## src/rtl/ram_port_arbiter_if.sv

```systemverilog
// Request/grant/read-return bundle between two requesters, the arbiter and one RAM.
// Latency: none (wires only).
// Backpressure: requests are held by the requester until the matching grant is seen.
interface ram_port_arbiter_if #(
  parameter int DATA_WIDTH = 8,
  parameter int ADDR_WIDTH = 4
);
  // Requester A: game logic, read/write
  logic                  a_req;
  logic                  a_we;
  logic [ADDR_WIDTH-1:0] a_addr;
  logic [DATA_WIDTH-1:0] a_wdata;
  logic                  a_gnt;
  logic                  a_rvalid;
  logic [DATA_WIDTH-1:0] a_rdata;
  // Requester B: display scanner, read-only
  logic                  b_req;
  logic [ADDR_WIDTH-1:0] b_addr;
  logic                  b_gnt;
  logic                  b_rvalid;
  logic [DATA_WIDTH-1:0] b_rdata;
  // Board clear control
  logic                  clear_req;
  logic                  clear_busy;
  // RAM side
  logic [ADDR_WIDTH-1:0] ram_addr;
  logic [DATA_WIDTH-1:0] ram_d;
  logic                  ram_we;
  logic [DATA_WIDTH-1:0] ram_q;

  // Arbiter view
  modport slave (
    input  a_req, a_we, a_addr, a_wdata, b_req, b_addr, clear_req, ram_q,
    output a_gnt, a_rvalid, a_rdata, b_gnt, b_rvalid, b_rdata, clear_busy,
    output ram_addr, ram_d, ram_we
  );

  // Requester / RAM view
  modport master (
    output a_req, a_we, a_addr, a_wdata, b_req, b_addr, clear_req, ram_q,
    input  a_gnt, a_rvalid, a_rdata, b_gnt, b_rvalid, b_rdata, clear_busy,
    input  ram_addr, ram_d, ram_we
  );
endinterface

```

## src/rtl/ram_port_arbiter.sv

```systemverilog
// Round-robin sharing of one single-port board RAM between game logic (A) and display scan (B).
// Latency: grant combinational in the request cycle; read data valid the following cycle.
// Backpressure: loser/blocked requester holds its request; clear sweep (RAM_ARB_CLEAR_EN) blocks both.
module ram_port_arbiter #(
  parameter int DATA_WIDTH = 8,
  parameter int ADDR_WIDTH = 4,
  parameter int RAM_LENGTH = 16
) (
  input  logic               clk,
  input  logic               rst,
  ram_port_arbiter_if.slave  bus
);

  typedef enum logic {ST_IDLE, ST_CLEAR} state_t;

  localparam logic [ADDR_WIDTH-1:0] LAST_CELL = ADDR_WIDTH'(RAM_LENGTH - 1);

  state_t                state_q, state_d;
  logic                  last_b_q, last_b_d;   // 1 = B was granted most recently
  logic [ADDR_WIDTH-1:0] cnt_q, cnt_d;         // clear sweep cell
  logic [ADDR_WIDTH-1:0] addr_q, addr_d;       // last address driven to the RAM
  logic                  a_rvalid_q, a_rvalid_d;
  logic                  b_rvalid_q, b_rvalid_d;
  logic                  a_win, b_win;
  logic                  clear_start;

`ifdef RAM_ARB_CLEAR_EN
  assign clear_start = bus.clear_req;
`else
  // Without the sweep the FSM never leaves IDLE and clear_req has no effect.
  logic unused_clear_req;
  assign clear_start      = 1'b0;
  assign unused_clear_req = bus.clear_req;
`endif

  // State, round-robin pointer, held address and read-return flags
  always_ff @(posedge clk or negedge rst) begin
    if (!rst) begin
      state_q    <= ST_IDLE;
      last_b_q   <= 1'b1;
      cnt_q      <= '0;
      addr_q     <= '0;
      a_rvalid_q <= 1'b0;
      b_rvalid_q <= 1'b0;
    end else begin
      state_q    <= state_d;
      last_b_q   <= last_b_d;
      cnt_q      <= cnt_d;
      addr_q     <= addr_d;
      a_rvalid_q <= a_rvalid_d;
      b_rvalid_q <= b_rvalid_d;
    end
  end

  // Arbitration, RAM drive and next state; rst gates grants so nothing issues during reset
  always_comb begin
    state_d      = state_q;
    last_b_d     = last_b_q;
    cnt_d        = cnt_q;
    addr_d       = addr_q;
    a_win        = 1'b0;
    b_win        = 1'b0;
    bus.ram_we   = 1'b0;
    bus.ram_addr = addr_q;
    bus.ram_d    = '0;
    case (state_q)
      ST_IDLE: begin
        if (rst) begin
          // On a tie the requester that was not served last wins.
          if (bus.a_req && (!bus.b_req || last_b_q)) begin
            a_win = 1'b1;
          end else if (bus.b_req) begin
            b_win = 1'b1;
          end
          if (a_win) begin
            bus.ram_addr = bus.a_addr;
            bus.ram_d    = bus.a_wdata;
            bus.ram_we   = bus.a_we;
            addr_d       = bus.a_addr;
            last_b_d     = 1'b0;
          end else if (b_win) begin
            bus.ram_addr = bus.b_addr;
            addr_d       = bus.b_addr;
            last_b_d     = 1'b1;
          end
          // A grant in the same cycle still completes; the sweep begins next cycle.
          if (clear_start) begin
            state_d = ST_CLEAR;
            cnt_d   = '0;
          end
        end
      end
      ST_CLEAR: begin
        bus.ram_we   = 1'b1;
        bus.ram_addr = cnt_q;
        bus.ram_d    = '0;
        addr_d       = cnt_q;
        if (cnt_q == LAST_CELL) begin
          state_d = ST_IDLE;
          cnt_d   = '0;
        end else begin
          cnt_d = cnt_q + 1'b1;
        end
      end
      default: begin
        state_d = ST_IDLE;
        cnt_d   = '0;
      end
    endcase
    a_rvalid_d = a_win && !bus.a_we;
    b_rvalid_d = b_win;
  end

  assign bus.a_gnt      = a_win;
  assign bus.b_gnt      = b_win;
  assign bus.a_rvalid   = a_rvalid_q;
  assign bus.b_rvalid   = b_rvalid_q;
  assign bus.a_rdata    = bus.ram_q;
  assign bus.b_rdata    = bus.ram_q;
  assign bus.clear_busy = (state_q == ST_CLEAR);

endmodule

```

## src/flat_wrapper.sv

```systemverilog
// flat-port wrapper written by rule: the top's interface ports become plain ports
module ram_port_arbiter_flat 
#(
  parameter int DATA_WIDTH = 8,
  parameter int ADDR_WIDTH = 4,
  parameter int RAM_LENGTH = 16
)
  (clk, rst, bus_a_req, bus_a_we, bus_a_addr, bus_a_wdata, bus_b_req, bus_b_addr, bus_clear_req, bus_ram_q, bus_a_gnt, bus_a_rvalid, bus_a_rdata, bus_b_gnt, bus_b_rvalid, bus_b_rdata, bus_clear_busy, bus_ram_addr, bus_ram_d, bus_ram_we);
  ram_port_arbiter_if #(.DATA_WIDTH(DATA_WIDTH), .ADDR_WIDTH(ADDR_WIDTH)) bus_i ();
  input  logic clk;
  input  logic rst;
  input wire logic [$bits(bus_i.a_req)-1:0] bus_a_req;
  input wire logic [$bits(bus_i.a_we)-1:0] bus_a_we;
  input wire logic [$bits(bus_i.a_addr)-1:0] bus_a_addr;
  input wire logic [$bits(bus_i.a_wdata)-1:0] bus_a_wdata;
  input wire logic [$bits(bus_i.b_req)-1:0] bus_b_req;
  input wire logic [$bits(bus_i.b_addr)-1:0] bus_b_addr;
  input wire logic [$bits(bus_i.clear_req)-1:0] bus_clear_req;
  input wire logic [$bits(bus_i.ram_q)-1:0] bus_ram_q;
  output wire logic [$bits(bus_i.a_gnt)-1:0] bus_a_gnt;
  output wire logic [$bits(bus_i.a_rvalid)-1:0] bus_a_rvalid;
  output wire logic [$bits(bus_i.a_rdata)-1:0] bus_a_rdata;
  output wire logic [$bits(bus_i.b_gnt)-1:0] bus_b_gnt;
  output wire logic [$bits(bus_i.b_rvalid)-1:0] bus_b_rvalid;
  output wire logic [$bits(bus_i.b_rdata)-1:0] bus_b_rdata;
  output wire logic [$bits(bus_i.clear_busy)-1:0] bus_clear_busy;
  output wire logic [$bits(bus_i.ram_addr)-1:0] bus_ram_addr;
  output wire logic [$bits(bus_i.ram_d)-1:0] bus_ram_d;
  output wire logic [$bits(bus_i.ram_we)-1:0] bus_ram_we;
  assign bus_i.a_req = bus_a_req;
  assign bus_i.a_we = bus_a_we;
  assign bus_i.a_addr = bus_a_addr;
  assign bus_i.a_wdata = bus_a_wdata;
  assign bus_i.b_req = bus_b_req;
  assign bus_i.b_addr = bus_b_addr;
  assign bus_i.clear_req = bus_clear_req;
  assign bus_i.ram_q = bus_ram_q;
  assign bus_a_gnt = bus_i.a_gnt;
  assign bus_a_rvalid = bus_i.a_rvalid;
  assign bus_a_rdata = bus_i.a_rdata;
  assign bus_b_gnt = bus_i.b_gnt;
  assign bus_b_rvalid = bus_i.b_rvalid;
  assign bus_b_rdata = bus_i.b_rdata;
  assign bus_clear_busy = bus_i.clear_busy;
  assign bus_ram_addr = bus_i.ram_addr;
  assign bus_ram_d = bus_i.ram_d;
  assign bus_ram_we = bus_i.ram_we;
  ram_port_arbiter #(.DATA_WIDTH(DATA_WIDTH), .ADDR_WIDTH(ADDR_WIDTH), .RAM_LENGTH(RAM_LENGTH)) u_core (.clk(clk), .rst(rst), .bus(bus_i));
endmodule
```

## config.mk

```make
export PLATFORM = sky130hd
export DESIGN_NAME = ram_port_arbiter_flat
export DESIGN_NICKNAME = d
export VERILOG_FILES = /design/src/rtl/ram_port_arbiter_if.sv /design/src/rtl/ram_port_arbiter.sv /design/src/flat_wrapper.sv
export SDC_FILE = /design/constraint.sdc
export NUM_CORES = 1
export LEC_CHECK = 0
export ABC_AREA = 1
export CAP_MARGIN = 15
export CORE_MARGIN = 2
export CORE_UTILIZATION = 30
export CTS_CLUSTER_SIZE = 14
export DETAILED_ROUTE_END_ITERATION = 10
export GPL_TIMING_DRIVEN = 0
export HOLD_SLACK_MARGIN = 0.1
export PLACE_DENSITY = 0.75
export SLEW_MARGIN = 20
export SYNTH_ARGS = -nofsm -noshare
export SYNTH_HDL_FRONTEND = slang
export SYNTH_SLANG_ARGS = --single-unit
export TNS_END_PERCENT = 100
```

## constraint.sdc

```tcl
create_clock -name clk -period 1.4 [get_ports clk]
set_input_delay 0.35 -clock clk [delete_from_list [all_inputs] [get_ports clk]]
set_output_delay 0.35 -clock clk [all_outputs]
set_load 0.02 [all_outputs]
```

==> results of run 1 <==
Yosys cell counts:
cell	count
buf_6	2
o21bai_1	1
o21ai_0	3
inv_2	2
inv_1	24
nor3_1	1
ha_1	1
nand3_1	15
dfstp_2	1
nand2_2	1
nand2_1	13
nor2_4	2
a21oi_1	6
dfrtp_1	11
buf_4	16
nor2_2	9
nor2_1	8
cell type report:
| type | count | area [um2] | area share [%] |
|---|---|---|---|
| Buffer | 18 | 151.4 | 8.749 |
| Clock buffer | 4 | 36.28 | 2.097 |
| Inverter | 26 | 100.1 | 5.785 |
| Multi-Input combinational cell | 60 | 410.4 | 23.72 |
| Sequential cell | 12 | 302.8 | 17.50 |
| Tap cell | 31 | 38.79 | 2.242 |
| Timing Repair Buffer | 67 | 690.7 | 39.91 |
metal layers:
metal	wire [um]	track usage, %
met1	1068	18.40
met2	1334	30.87
met3	231	5.215
met4	0	3.987
met5	0	0
worst max-delay path, stage by stage (launching register included):
cell,delay [ps]
dfstp_2,560
nor2_4,50
nor2_4,140
nand2_4,100
buf_16,160
nor2_4,100
buf_6,120
logic make-up (layout without fill, tap and decap cells):
logic type                 count (synthesis)  after routing  share of synthesized area, %
buffers and inverters                     44            115                         28.24
adders and majority gates                  1              1                         1.470
AOI/OAI and AO/OA                         10             10                         6.176
DFF                                       12             12                         35.44
and+or+nand+nor                           49             49                         28.68
state kept, by name, indices dropped and copies added, names as in the netlist:
| name | count |
|---|---|
| u_core.addr_q | 4 |
| u_core.cnt_q | 4 |
| u_core.bus.a_rvalid | 1 |
| u_core.bus.b_rvalid | 1 |
| u_core.bus.clear_busy | 1 |
| u_core.last_b_q | 1 |
per-stage QoR:
| step | hold slack (ps) | setup TNS, ps | instance area [um2] | instances |
|---|---|---|---|---|
| floorplan | 54.41 | -345.6 | 903.4 | 116 |
| global placement | 511.1 | -26790 | 1483 | 201 |
| detailed placement | 532.7 | -27400 | 1483 | 201 |
| CTS | -79.70 | -5881 | 1705 | 216 |
| global route | -78.45 | -7131 | 1730 | 218 |
| finish | -81.54 | -6174 | 1730 | 218 |
power groups by stage:
| stage | Clock (mW) | Sequential, mW | Combinational, mW |
|---|---|---|---|
| floorplan | 0 | 0.392 | 0.218 |
| global route | 0.295 | 0.388 | 0.546 |
| detailed placement | 0 | 0.391 | 0.419 |
| CTS | 0.282 | 0.385 | 0.501 |
| finish | 0.278 | 0.385 | 0.513 |
| global placement | 0 | 0.389 | 0.412 |
final timing paths:
| kind | start | to | slack [ps] | cells past startpoint |
|---|---|---|---|---|
| setup / recovery | u_core.last_b_q$_DFFE_PN1P_ | bus_ram_d[1] | -450 | 6 |
| hold / removal | rst | u_core.cnt_q[3]$_DFFE_PN0P_ | -80 | 1 |
| setup reg to reg | u_core.last_b_q$_DFFE_PN1P_ | u_core.bus.a_rvalid$_DFF_PN0_ | 130 | 6 |
| hold reg to reg | u_core.cnt_q[1]$_DFFE_PN0P_ | u_core.cnt_q[1]$_DFFE_PN0P_ | 570 | 2 |
| max in group asynchronous | rst | u_core.last_b_q$_DFFE_PN1P_ | 1240 | 1 |
| min in group clk | u_core.cnt_q[1]$_DFFE_PN0P_ | u_core.cnt_q[1]$_DFFE_PN0P_ | 570 | 2 |
what timing repair did:
action / in CTS / in global routing
gates cloned: 1 / 0
buffers inserted: 10 / 2
resized for setup: 119 / 2
pin swaps: 3 / 2
endpoints found under the hold margin: 11 / 11
endpoints found under the setup margin: 25 / 15
==> qor.yml, run 1 <==
floorplanning:
  die_h_um: 57.26
  die_w_um: 57.26
  rows: 19
  core_mm2: 0.002734
  io_pins: 64
  die-area_mm2: 0.003278
  start_util_pct: 31.12
drt:
  first_pass_iters: 3
  ant_nets: 0
  vias: 955
  wirelength_um: 2634
  remaining_drc_errors: 0
  viasPerCell: 4.381
  drt_iter0_drc: 9
  wl_per_cell_um: 12.08
power_and_ir_drop:
  p_per_area_mw_per_mm2: 679.7
  switching_share_pct: 31.28
  peakVddDrop_uv: 656.9
  seqPwrFrac_pct: 32.8
  pwr-share-clk_pct: 23.6
  p_int_uw: 808.2
  power_frac_comb_pct: 43.6
  cellLeakagePower_nw: 0.9218
  p_switching_uw: 367.9
  power_mw: 1.176
worst_setup_path:
  worst_setup_path_end_kind: "output pin"
  cp-start-kind: "flop"
  crit_required_ps: 1050
  cp_max_fo: 5
  cp.arrival_ps: 1500
  path_class: "flop to output pin"
placed_design:
  hpwlAfterDp_um: 1910
  gp_congestion: 0.7339
  port_buffers: 54
  pre_cts_ws_ps: -1601
layout:
  nets: 219
  n_fill_cell: 226
  antenna_cells: 0
  post-route-util_pct: 63.30
  layout_common_cells: "clkdlybuf4s50_1 (33), buf_4 (26), inv_1 (22), buf_6 (18), nand2_1 (12)"
  layout-drive-gt1-share_pct: 42.25
  synthToLayoutAreaGrowth_pct: 103.4
  mostFrequentLayoutCell: "clkdlybuf4s50_1"
status:
  violations: "negative hold slack, negative setup slack"
  status: "complete, but fails checks"
grt:
  gr-usage-all-layers_pct: 16.64
  grt_pass1_wl_um: 4236
  antenna_found_initial: 0
  grt-ovfl-total: 0
  grt_pass1_vias: 1004
  grt_max_degree: 16
synth:
  synthCells: 116
  synth_fp_nets: 147
  synth_cell_types: 17
  ys_warn_count: 0
  synth.area.top_cells: "dfrtp_1 (32%), buf_4 (14%), inv_1 (11%)"
  synth_seq_cells: 12
  yosysSeqAreaShare_pct: 35.44
  yosys.area.top_type_share_pct: 32.35
  synth_top_area_cell: "dfrtp_1"
  netlist_area_um2: 850.8
  avgSynthCellArea_um2: 7.335
timing:
  min_period_over_period_pct: 132.4
  setup_slack_ps: -454.2
  hold_violations: 11
  maxClockFrequency_mhz: 539.3
  period_minus_slack_ps: 1854
  fin_skew_ps: 0.6662
  hold_slack_ps: -81.54
  rsz0062_at_grt: "yes"
  tightest_slew_ps: 341.0
  drv_slew: 0
  max_slew_margin_pct: 77.12
  setup_viol: 15
clock_network:
  numCtsBuffers: 3
  clk_latency_ps: 270
  tritoncts: "built"
  cts-root-buf: "clkbuf_4"
  cts_buffer_depth: 2
  htree_levels: 1
  clock_sinks: 12
  clkSlewWorstSetupHoldPaths_ps: 80
min_path:
  hold_path.class: "input pin to asynchronous set/reset pin"
job:
  max_cap_viol_count: 0
No activity file was read; power rests on OpenSTA's default activity.
==> run 2, diff against run 1 <==
Settings changed: RECOVER_POWER set to 50.
==> results of run 2 <==
No change in the layout: final DEF, timing and power equal those of run 1.
